`src/rtl/tlb_lookup_arb.sv`:
```
// Three-way TLB lookup arbiter (search > dcache > icache, with icache anti-starvation)
// sharing one lookup port, plus sequencing of TLB write requests around in-flight lookups.
`timescale 1ns/1ps
module tlb_lookup_arb #(
  parameter int STARVE_LIM = 3
) (
  input  logic        clk,
  input  logic        rst,
  input  logic        s_req,
  input  logic [18:0] s_vppn,
  input  logic        d_req,
  input  logic [31:0] d_vaddr,
  input  logic        i_req,
  input  logic [31:0] i_vaddr,
  output logic        s_ready,
  output logic        d_ready,
  output logic        i_ready,
  output logic        s_rvalid,
  output logic        d_rvalid,
  output logic        i_rvalid,
  output logic [31:0] d_paddr,
  output logic [31:0] i_paddr,
  output logic        d_hit,
  output logic        i_hit,
  output logic        s_hit,
  output logic [4:0]  s_index,
  input  logic        w_req,
  output logic        w_done,
  output logic        tlb_we,
  input  logic        flush,
  output logic        lk_valid,
  output logic [18:0] lk_vppn,
  output logic        lk_odd,
  input  logic        lk_hit,
  input  logic [19:0] lk_ppn,
  input  logic [4:0]  lk_index
);

  localparam int CNT_W = ($clog2(STARVE_LIM + 1) < 2) ? 2 : $clog2(STARVE_LIM + 1);
  localparam logic [CNT_W-1:0] CNT_MAX = CNT_W'(STARVE_LIM);

  typedef enum logic [1:0] {IDLE, BUSY, WDRAIN, WRITE} state_t;
  typedef enum logic [1:0] {RQ_S, RQ_D, RQ_I} rq_t;

  state_t           state_q, state_d;
  logic [CNT_W-1:0] cnt_q, cnt_d;
  logic             rsp_vld_q, rsp_vld_d;
  rq_t              rsp_id_q, rsp_id_d;
  logic [11:0]      vbuf_q, vbuf_d;

  logic s_gnt, d_gnt, i_gnt, gnt_any;
  logic accept_ok, i_elig, force_i;
  logic [31:0] rsp_paddr;

  always_comb begin
    // A pending write blocks new lookups, and the ready gating keeps outputs quiet in reset.
    accept_ok = rst && !w_req && (state_q == IDLE || state_q == BUSY);
    i_elig    = i_req && !flush;
    force_i   = i_elig && (cnt_q == CNT_MAX);
    s_gnt     = 1'b0;
    d_gnt     = 1'b0;
    i_gnt     = 1'b0;
    if (accept_ok) begin
      if (force_i)     i_gnt = 1'b1;
      else if (s_req)  s_gnt = 1'b1;
      else if (d_req)  d_gnt = 1'b1;
      else if (i_elig) i_gnt = 1'b1;
    end
    gnt_any = s_gnt || d_gnt || i_gnt;

    // Counter keeps counting through flush-blocked cycles so the icache still gets its turn.
    if (!i_req || i_gnt)      cnt_d = '0;
    else if (cnt_q != CNT_MAX) cnt_d = cnt_q + CNT_W'(1);
    else                       cnt_d = cnt_q;

    state_d = state_q;
    case (state_q)
      IDLE:    state_d = gnt_any ? BUSY : (w_req ? WRITE : IDLE);
      BUSY:    state_d = w_req ? WDRAIN : (gnt_any ? BUSY : IDLE);
      WDRAIN:  state_d = WRITE;
      WRITE:   state_d = IDLE;
      default: state_d = IDLE;
    endcase

    rsp_vld_d = gnt_any;
    rsp_id_d  = s_gnt ? RQ_S : (d_gnt ? RQ_D : RQ_I);
    vbuf_d    = d_gnt ? d_vaddr[11:0] : (i_gnt ? i_vaddr[11:0] : 12'h0);
  end

  always_comb begin
    s_ready  = s_gnt;
    d_ready  = d_gnt;
    i_ready  = i_gnt;
    lk_valid = gnt_any;
    lk_vppn  = 19'h0;
    lk_odd   = 1'b0;
    if (s_gnt) begin
      lk_vppn = s_vppn;
    end else if (d_gnt) begin
      lk_vppn = d_vaddr[31:13];
      lk_odd  = d_vaddr[12];
    end else if (i_gnt) begin
      lk_vppn = i_vaddr[31:13];
      lk_odd  = i_vaddr[12];
    end
  end

  always_comb begin
    s_rvalid  = rsp_vld_q && (rsp_id_q == RQ_S);
    d_rvalid  = rsp_vld_q && (rsp_id_q == RQ_D);
    i_rvalid  = rsp_vld_q && (rsp_id_q == RQ_I) && !flush;
    rsp_paddr = lk_hit ? {lk_ppn, vbuf_q} : 32'h0;
    s_hit     = s_rvalid && lk_hit;
    s_index   = (s_rvalid && lk_hit) ? lk_index : 5'h0;
    d_hit     = d_rvalid && lk_hit;
    d_paddr   = d_rvalid ? rsp_paddr : 32'h0;
    i_hit     = i_rvalid && lk_hit;
    i_paddr   = i_rvalid ? rsp_paddr : 32'h0;
    tlb_we    = (state_q == WRITE);
    w_done    = (state_q == WRITE);
  end

  always_ff @(posedge clk or negedge rst) begin
    if (!rst) begin
      state_q   <= IDLE;
      cnt_q     <= '0;
      rsp_vld_q <= 1'b0;
      rsp_id_q  <= RQ_S;
      vbuf_q    <= 12'h0;
    end else begin
      state_q   <= state_d;
      cnt_q     <= cnt_d;
      rsp_vld_q <= rsp_vld_d;
      rsp_id_q  <= rsp_id_d;
      vbuf_q    <= vbuf_d;
    end
  end

endmodule

```
`config.mk`:
```
export PLATFORM = sky130hd
export DESIGN_NAME = tlb_lookup_arb
export DESIGN_NICKNAME = d
export VERILOG_FILES = /design/src/rtl/tlb_lookup_arb.sv
export SDC_FILE = /design/constraint.sdc
export NUM_CORES = 1
export LEC_CHECK = 0
export CAP_MARGIN = 20
export CORE_MARGIN = 5
export CORE_UTILIZATION = 23
export CTS_CLUSTER_DIAMETER = 100
export CTS_CLUSTER_SIZE = 12
export DETAILED_ROUTE_END_ITERATION = 7
export GPL_ROUTABILITY_DRIVEN = 0
export GPL_TIMING_DRIVEN = 0
export PLACE_DENSITY = 0.78
export SYNTH_ARGS = -nofsm -noshare
export SYNTH_HDL_FRONTEND = slang
export SYNTH_SLANG_ARGS = --single-unit
```
`constraint.sdc`:
```
create_clock -name clk -period 1.59 [get_ports clk]
set_clock_uncertainty 0.05 [all_clocks]
set_input_delay 0.159 -clock clk [delete_from_list [all_inputs] [get_ports clk]]
set_output_delay 0.159 -clock clk [all_outputs]
set_load 0.01 [all_outputs]
```
==> results of run 1 <==
-- timing repair --
action                                  CTS  global route
gates cloned                              6             0
hold buffers                              1             0
gates resized for setup                 541           125
hold endpoints to repair                 19             0
endpoints found under the setup margin  117           107
pin swaps                                38            24
setup buffers                            38             7
-- worst max-delay path by stage --
stage	slack, ns	startpoint	to
final	-0.41	state_q[1]	lk_vppn[0]
after global routing	-0.46	cnt_q[1]	lk_vppn[0]
after CTS	-0.41	cnt_q[1]	lk_vppn[0]
after detailed placement	-1.57	rst	lk_vppn[12]
after global placement	-1.56	rst	lk_vppn[0]
after floorplan	0.004	cnt_q[0]	lk_vppn[0]
-- Yosys cell counts, types with 2 or more instances --
| cell | instances |
|---|---|
| and2_1 | 70 |
| a22oi_1 | 19 |
| dfrtp_1 | 19 |
| o2bb2ai_1 | 19 |
| nor2_1 | 11 |
| clkbuf_1 | 10 |
| a22o_2 | 9 |
| buf_2 | 5 |
| a22o_1 | 4 |
| nor3b_1 | 3 |
| nand2_1 | 2 |
| nand2b_1 | 2 |
| nor2b_1 | 2 |
-- state kept, by name (all words and copies together), names as in the netlist --
register   cells
vbuf_q        12
state_q        2
rsp_id_q       2
rsp_vld_q      1
cnt_q          2
-- per-layer routing --
| metal | vias to the layer above | part of all wire (%) | GRT usage [%] |
|---|---|---|---|
| met5 | - | 0 | 0 |
| met4 | 0 | 1.9 | 3.00 |
| met3 | 17 | 11 | 6.85 |
| met2 | 144 | 55 | 43.5 |
| met1 | 1259 | 32 | 18.6 |
| li1 | 1208 | - | - |
-- cell families after synthesis --
family,share of synthesized area [%]
AND/OR/NAND/NOR,36.4
AO/OA/AOI/OAI,27.5
buffers and inverters,5.40
flip-flops,28.9
XOR/XNOR,0.532
multiplexers,0.608
adder cells (fa/ha/maj),0.760
-- layout by cell type (no fill, tap or decap), drive strengths merged --
master and instances:
clkbuf 7, nand3b 1, dlygate4sd2 4, dfrtp 19
o22ai 1, inv 1, nor2b 2, clkdlybuf4s50 115
nand2 2, or3b 1, or3 1, and3b 1
o2111a 1, nand2b 2, mux2i 1, or2 1
nor3 1, buf 155, a22o 13, dlygate4sd3 1
nor3b 4, nor2 11, bufbuf 1, o2bb2ai 19
a22oi 19, ha 1, clkinv 1, and2 70
xnor2 1
-- cell type report --
type / count / area, µm²
multi-input combinational: 153 / 1730
clock buffer: 3 / 41.3
tap: 96 / 120
timing repair buffer: 264 / 2800
clock inverter: 1 / 5.00
sequential: 19 / 477
inverter: 1 / 3.75
buffer: 16 / 199
fill: 413 / 1490
-- stage by stage --
step / worst slack [ns] / utilization [%]
CTS: -0.415 / 71.6
global route: -0.461 / 78.3
floorplan: 0.00402 / -
detailed placement: -1.57 / 62.9
finish: -0.410 / 78.3
global placement: -1.56 / 62.9
-- power groups by stage --
| stage | Sequential [µW] | Combinational, µW | Clock (µW) |
|---|---|---|---|
| 2_1_floorplan | 571 | 389 | 0 |
| 4_1_cts | 579 | 1080 | 336 |
| 3_3_place_gp | 576 | 910 | 0 |
| 6_report | 584 | 1120 | 337 |
| 5_1_grt | 591 | 1190 | 360 |
| 3_5_place_dp | 582 | 925 | 0 |
==> flow_summary.ini, run 1 <==
[setup_path]
cp_top_family = simple AND/OR/NAND/NOR gates
worstReg2RegStart = cnt_q[1]
cp_data_arrival_time_ns = 1.79
crit_path_end_kind = primary output
reg2reg_depth = 7
crit_cells = 5
crit_type = reg -> out
slowest_stage = or3b_4
path_max_fanout = 10
r2r_slack_ns = -0.08
r2r_end = vbuf_q[3]
cp_num_buf_inv = 2
cp-start-kind = register
worst-endpoint-required_ns = 1.38
slowest_delay_ns = 0.42
path_cells = or3b_4 > or2_4 > buf_12 > o2bb2ai_4 > buf_6

[yosys]
yosysWarningCount = 0
syn_inst = 191
syn_area_um2 = 1650
synthesis.nets = 308
netlist_top_cells_area = dfrtp_1 (29%), and2_1 (27%), o2bb2ai_1 (10%)
synth_edf_count = 0
ys_async_sr_fraction_pct = 100
yosysUniqueCellTypes = 29
synth_largest_area_cell = dfrtp_1
synth_top_area_share_pct = 28.9
synth_flop_cell = dfrtp_1
seq_area_frac_synth_pct = 28.9
postSynthAreaPerCell_um2 = 8.61
synth-seq-cells = 19

[timing]
slew_headroom_pct = 41.1
setup-tns-final_ns = -24.72
rsz0062_at_grt = yes
layout_setup_ws_ns = -0.410
post-route-period-util_pct = 126
worst_slew_pin_slew_ns = 0.881
finalHoldViolCount = 0
period_needed_ns = 2.00
timing.hold.ws_ns = 0.425
slew_violations = 0
setup_viol = 104
fmax_mhz = 500

[layout]
n_antenna_cell = 0
layout-drive-gt1-share_pct = 59.7
final_area_um2 = 5380
synthToLayoutAreaGrowth_pct = 227
nets = 575
stdcell_count = 553

[status]
violations = negative setup slack
outcome = complete, but fails checks

[floorplan]
core-area_um2 = 6870
ios = 217
rows = 30
die-width_um = 94.6
die_h_um = 94.6
initial_core_util_pct = 24.0
die_area_um2 = 8950

[power_and_ir_drop]
pwr-share-seq_pct = 28.5
p_comb_share_pct = 55.0
power.total_uw = 2050
p_switching_uw = 649
peakVddDrop_v = 0.000346
clockPowerShare_pct = 16.5
p_leak_uw = 0.00240
internal-power_uw = 1400
sw_frac_of_total_pct = 31.7
pwr_density_cell_nw_per_um2 = 381

[clock_tree]
clock_path_buffers = 2
htree_levels = 1
cts_tree = built
numCtsBuffers = 3
clock_sinks = 19
path_clk_slew_ns = 0.07
clock_latency_ns = 0.25
cts_root_buffer = clkbuf_8

[global_route]
grt_max_degree = 20
grt_pass1_vias = 2816
grt_overflow = 0
grt_use_total_pct = 20.5
grt_pass1_wl_mm = 14.3
grt_antenna_before_repair = 0

[route]
drt_first_pass_iters = 4
drc_errors = 0
wl_mm = 10.8
wl_per_cell_um = 19.5
vias_per_cell = 4.75
dr.first_iter.drc_count = 44
ant_nets = 0
via_count = 2628

[run]
drv_cap = 0

[placement]
post_dp_cell_area_um2 = 4320
dp_cells = 503
dpl.hpwl_mm = 7.39
numPortBuffers = 216

[worst_hold_path]
worstHoldStart = state_q[0]
holdPathEnd = state_q[0]
hold_class = reg -> reg
whs_path_depth = 1
(Power assumes the default switching activity.)
==> inputs of run 2 (changes only) <==
--- a/config.mk
+++ b/config.mk
@@ -5,15 +5,17 @@
 export SDC_FILE = /design/constraint.sdc
 export NUM_CORES = 1
 export LEC_CHECK = 0
+export ABC_AREA = 1
 export CAP_MARGIN = 20
 export CORE_MARGIN = 5
-export CORE_UTILIZATION = 23
+export CORE_UTILIZATION = 25
 export CTS_CLUSTER_DIAMETER = 100
 export CTS_CLUSTER_SIZE = 12
 export DETAILED_ROUTE_END_ITERATION = 7
 export GPL_ROUTABILITY_DRIVEN = 0
 export GPL_TIMING_DRIVEN = 0
-export PLACE_DENSITY = 0.78
+export PLACE_DENSITY = 0.77
+export SLEW_MARGIN = 20
 export SYNTH_ARGS = -nofsm -noshare
 export SYNTH_HDL_FRONTEND = slang
 export SYNTH_SLANG_ARGS = --single-unit
==> flow_summary.ini, run 2 <==
[timing]
slew_headroom_pct = 45.5
timing.hold.ws_ns = 0.222
fmax_mhz = 561
slew_violations = 0
period_needed_ns = 1.78
finalHoldViolCount = 0
rsz0062_at_grt = yes
worst_slew_pin_slew_ns = 0.815
layout_setup_ws_ns = -0.192
post-route-period-util_pct = 112
setup_viol = 87

[floorplan]
core-area_um2 = 7610
die_h_um = 97.7
die-width_um = 97.7
initial_core_util_pct = 25.2
die_area_um2 = 9540
ios = 217
rows = 32

[placement]
numPortBuffers = 216
pre_cts_ws_ns = -1.35
dpl.hpwl_mm = 7.95
dp_cells = 635

[layout]
nets = 703
regMostFlops = vbuf_q
layout-drive-gt1-share_pct = 47.7
n_antenna_cell = 0
final_util_pct = 68.9
final_common_cell = clkdlybuf4s50_1
final_cell_mix = clkdlybuf4s50_1 (112), buf_6 (64), buf_2 (63), inv_1 (46), nand4_1 (41)
n_fill_cell = 563
synthToLayoutAreaGrowth_pct = 173
stdcell_count = 687
largest_register_ffs = 12

[clock_tree]
clock_latency_ns = 0.25
htree_levels = 1
clock_sinks = 19
path_clk_slew_ns = 0.07
numCtsBuffers = 3
cts_tree = built
clock_path_buffers = 2
cts_root_buffer = clkbuf_8

[route]
dr.first_iter.drc_count = 86
vias_per_cell = 4.85
ant_nets = 0
wl_mm = 11.4
via_count = 3334
drt_first_pass_iters = 4
wl_per_cell_um = 16.5
drc_errors = 0

[global_route]
grt_max_degree = 20
grt_use_total_pct = 21.1
grt_overflow = 0
grt_pass1_wl_mm = 16.9
grt_pass1_vias = 3512
grt_antenna_before_repair = 0

[status]
violations = negative setup slack
outcome = complete, but fails checks

[yosys]
synth_flop_cell = dfrtp_1
synth_top_area_share_pct = 24.8
yosys-top-cells-count = inv_1 (52), nand3_1 (52), nor2_1 (43), nand4_1 (41), nor3_1 (33)
syn_area_um2 = 1920
synth_edf_count = 0
synth-seq-cells = 19
yosysUniqueCellTypes = 23
yosysWarningCount = 0
ys_async_sr_fraction_pct = 100
synth_largest_area_cell = dfrtp_1
postSynthAreaPerCell_um2 = 6.06
syn_inst = 317
netlist_top_cells_area = dfrtp_1 (25%), nand3_1 (14%), nand4_1 (13%)
synthesis.nets = 434
seq_area_frac_synth_pct = 24.8

[power_and_ir_drop]
pwr_density_cell_nw_per_um2 = 423
peakVddDrop_v = 0.000305
p_leak_uw = 0.00257
power.total_uw = 2210

[run]
drv_cap = 0

[setup_path]
crit_type = reg -> out
cp-start-kind = register
cp_data_arrival_time_ns = 1.57
path_max_fanout = 5
crit_path_end_kind = primary output
worst-endpoint-required_ns = 1.38

[worst_hold_path]
hold_class = in -> reg
## run 2: cell count changes in the layout (fill, tap and decap cells not counted), sizes merged, moves of 3 or more
cell and delta:
nor2 +35, clkdlybuf4s50 -3, a22oi -19, buf +11, and2 -70, nor3b -4, o2bb2ai -19, nand4 +41
nand3 +54, clkbuf +4, a22o -13, nand2 +32, inv +54, nor3 +32
## run 2: final cells by class
type	count	area, µm²	share of cell area [%]
Inverter	55	206	3.94
Timing Repair Buffer	265	2460	46.9
Multi-Input combinational cell	215	1650	31.5
Tap cell	102	128	2.44
Clock buffer	4	45.0	0.860
Sequential cell	19	475	9.08
Buffer	27	278	5.30
## run 2: through the flow
step / instance area, µm² / TNS (ns)
global route: 5240 / -14.15
floorplan: 1920 / 0
global placement: 4210 / -69.15
detailed placement: 4210 / -73.61
CTS: 4620 / -5.08
finish: 5240 / -6.02
## run 2: critical path, cell delays in order, from the launching register on
cell     delay, ns
dfrtp_1       0.40
buf_4         0.15
nor2_4        0.14
buf_6         0.15
buf_6         0.12
nand4_1       0.13
nand3_2       0.13
buf_6         0.10
## run 2: what timing repair did
item | 4_1_cts | 5_1_grt
hold buffers | 1 | 0
endpoints found under the hold margin | 19 | 0
buffers inserted | 25 | 10
gates resized for setup | 530 | 130
endpoints found under the setup margin | 119 | 95
gates cloned | 11 | 4
pin swaps | 20 | 30
## run 2: cell families (layout without fill, tap and decap cells)
| kind of cell | Yosys count | count (layout) | share of synthesized area [%] |
|---|---|---|---|
| simple gates | 209 | 210 | 53.7 |
| buf+inv | 84 | 351 | 19.4 |
| flops | 19 | 19 | 24.8 |
| compound gates | 2 | 2 | 0.521 |
| fa+ha+maj | 1 | 1 | 0.651 |
| xor+xnor | 1 | 1 | 0.456 |
| mux | 1 | 1 | 0.521 |
## run 2: power breakdown
part	total, µW	internal, µW	leakage (µW)	switching [µW]
registers	576	538	0.000252	38.0
logic	1310	730	0.00230	583
clock network	324	178	0.0000228	147
total	2210	1450	0.00257	767
## run 2: layer usage
| metal | GRT usage [%] | wire length [µm] | part of all wire, % | up-vias |
|---|---|---|---|---|
| li1 | - | - | - | 1583 |
| met1 | 22.5 | 4150 | 37 | 1527 |
| met2 | 39.5 | 5980 | 53 | 198 |
| met3 | 6.10 | 978 | 8.6 | 26 |
| met4 | 6.39 | 254 | 2.2 | 0 |
| met5 | 0 | 0 | 0 | - |
## run 2: worst paths after layout
path | cells past startpoint | end | startpoint | slack (ns)
worst min register to register | 3 | state_q[1] | state_q[0] | 0.52
worst max-delay path | 7 | lk_vppn[17] | state_q[1] | -0.19
min in group asynchronous | 2 | vbuf_q[5] | rst | 0.52
max in group asynchronous | 2 | cnt_q[1] | rst | 0.47
worst min-delay path | 3 | cnt_q[0] | i_req | 0.22
worst max register to register | 9 | vbuf_q[4] | cnt_q[1] | 0.04
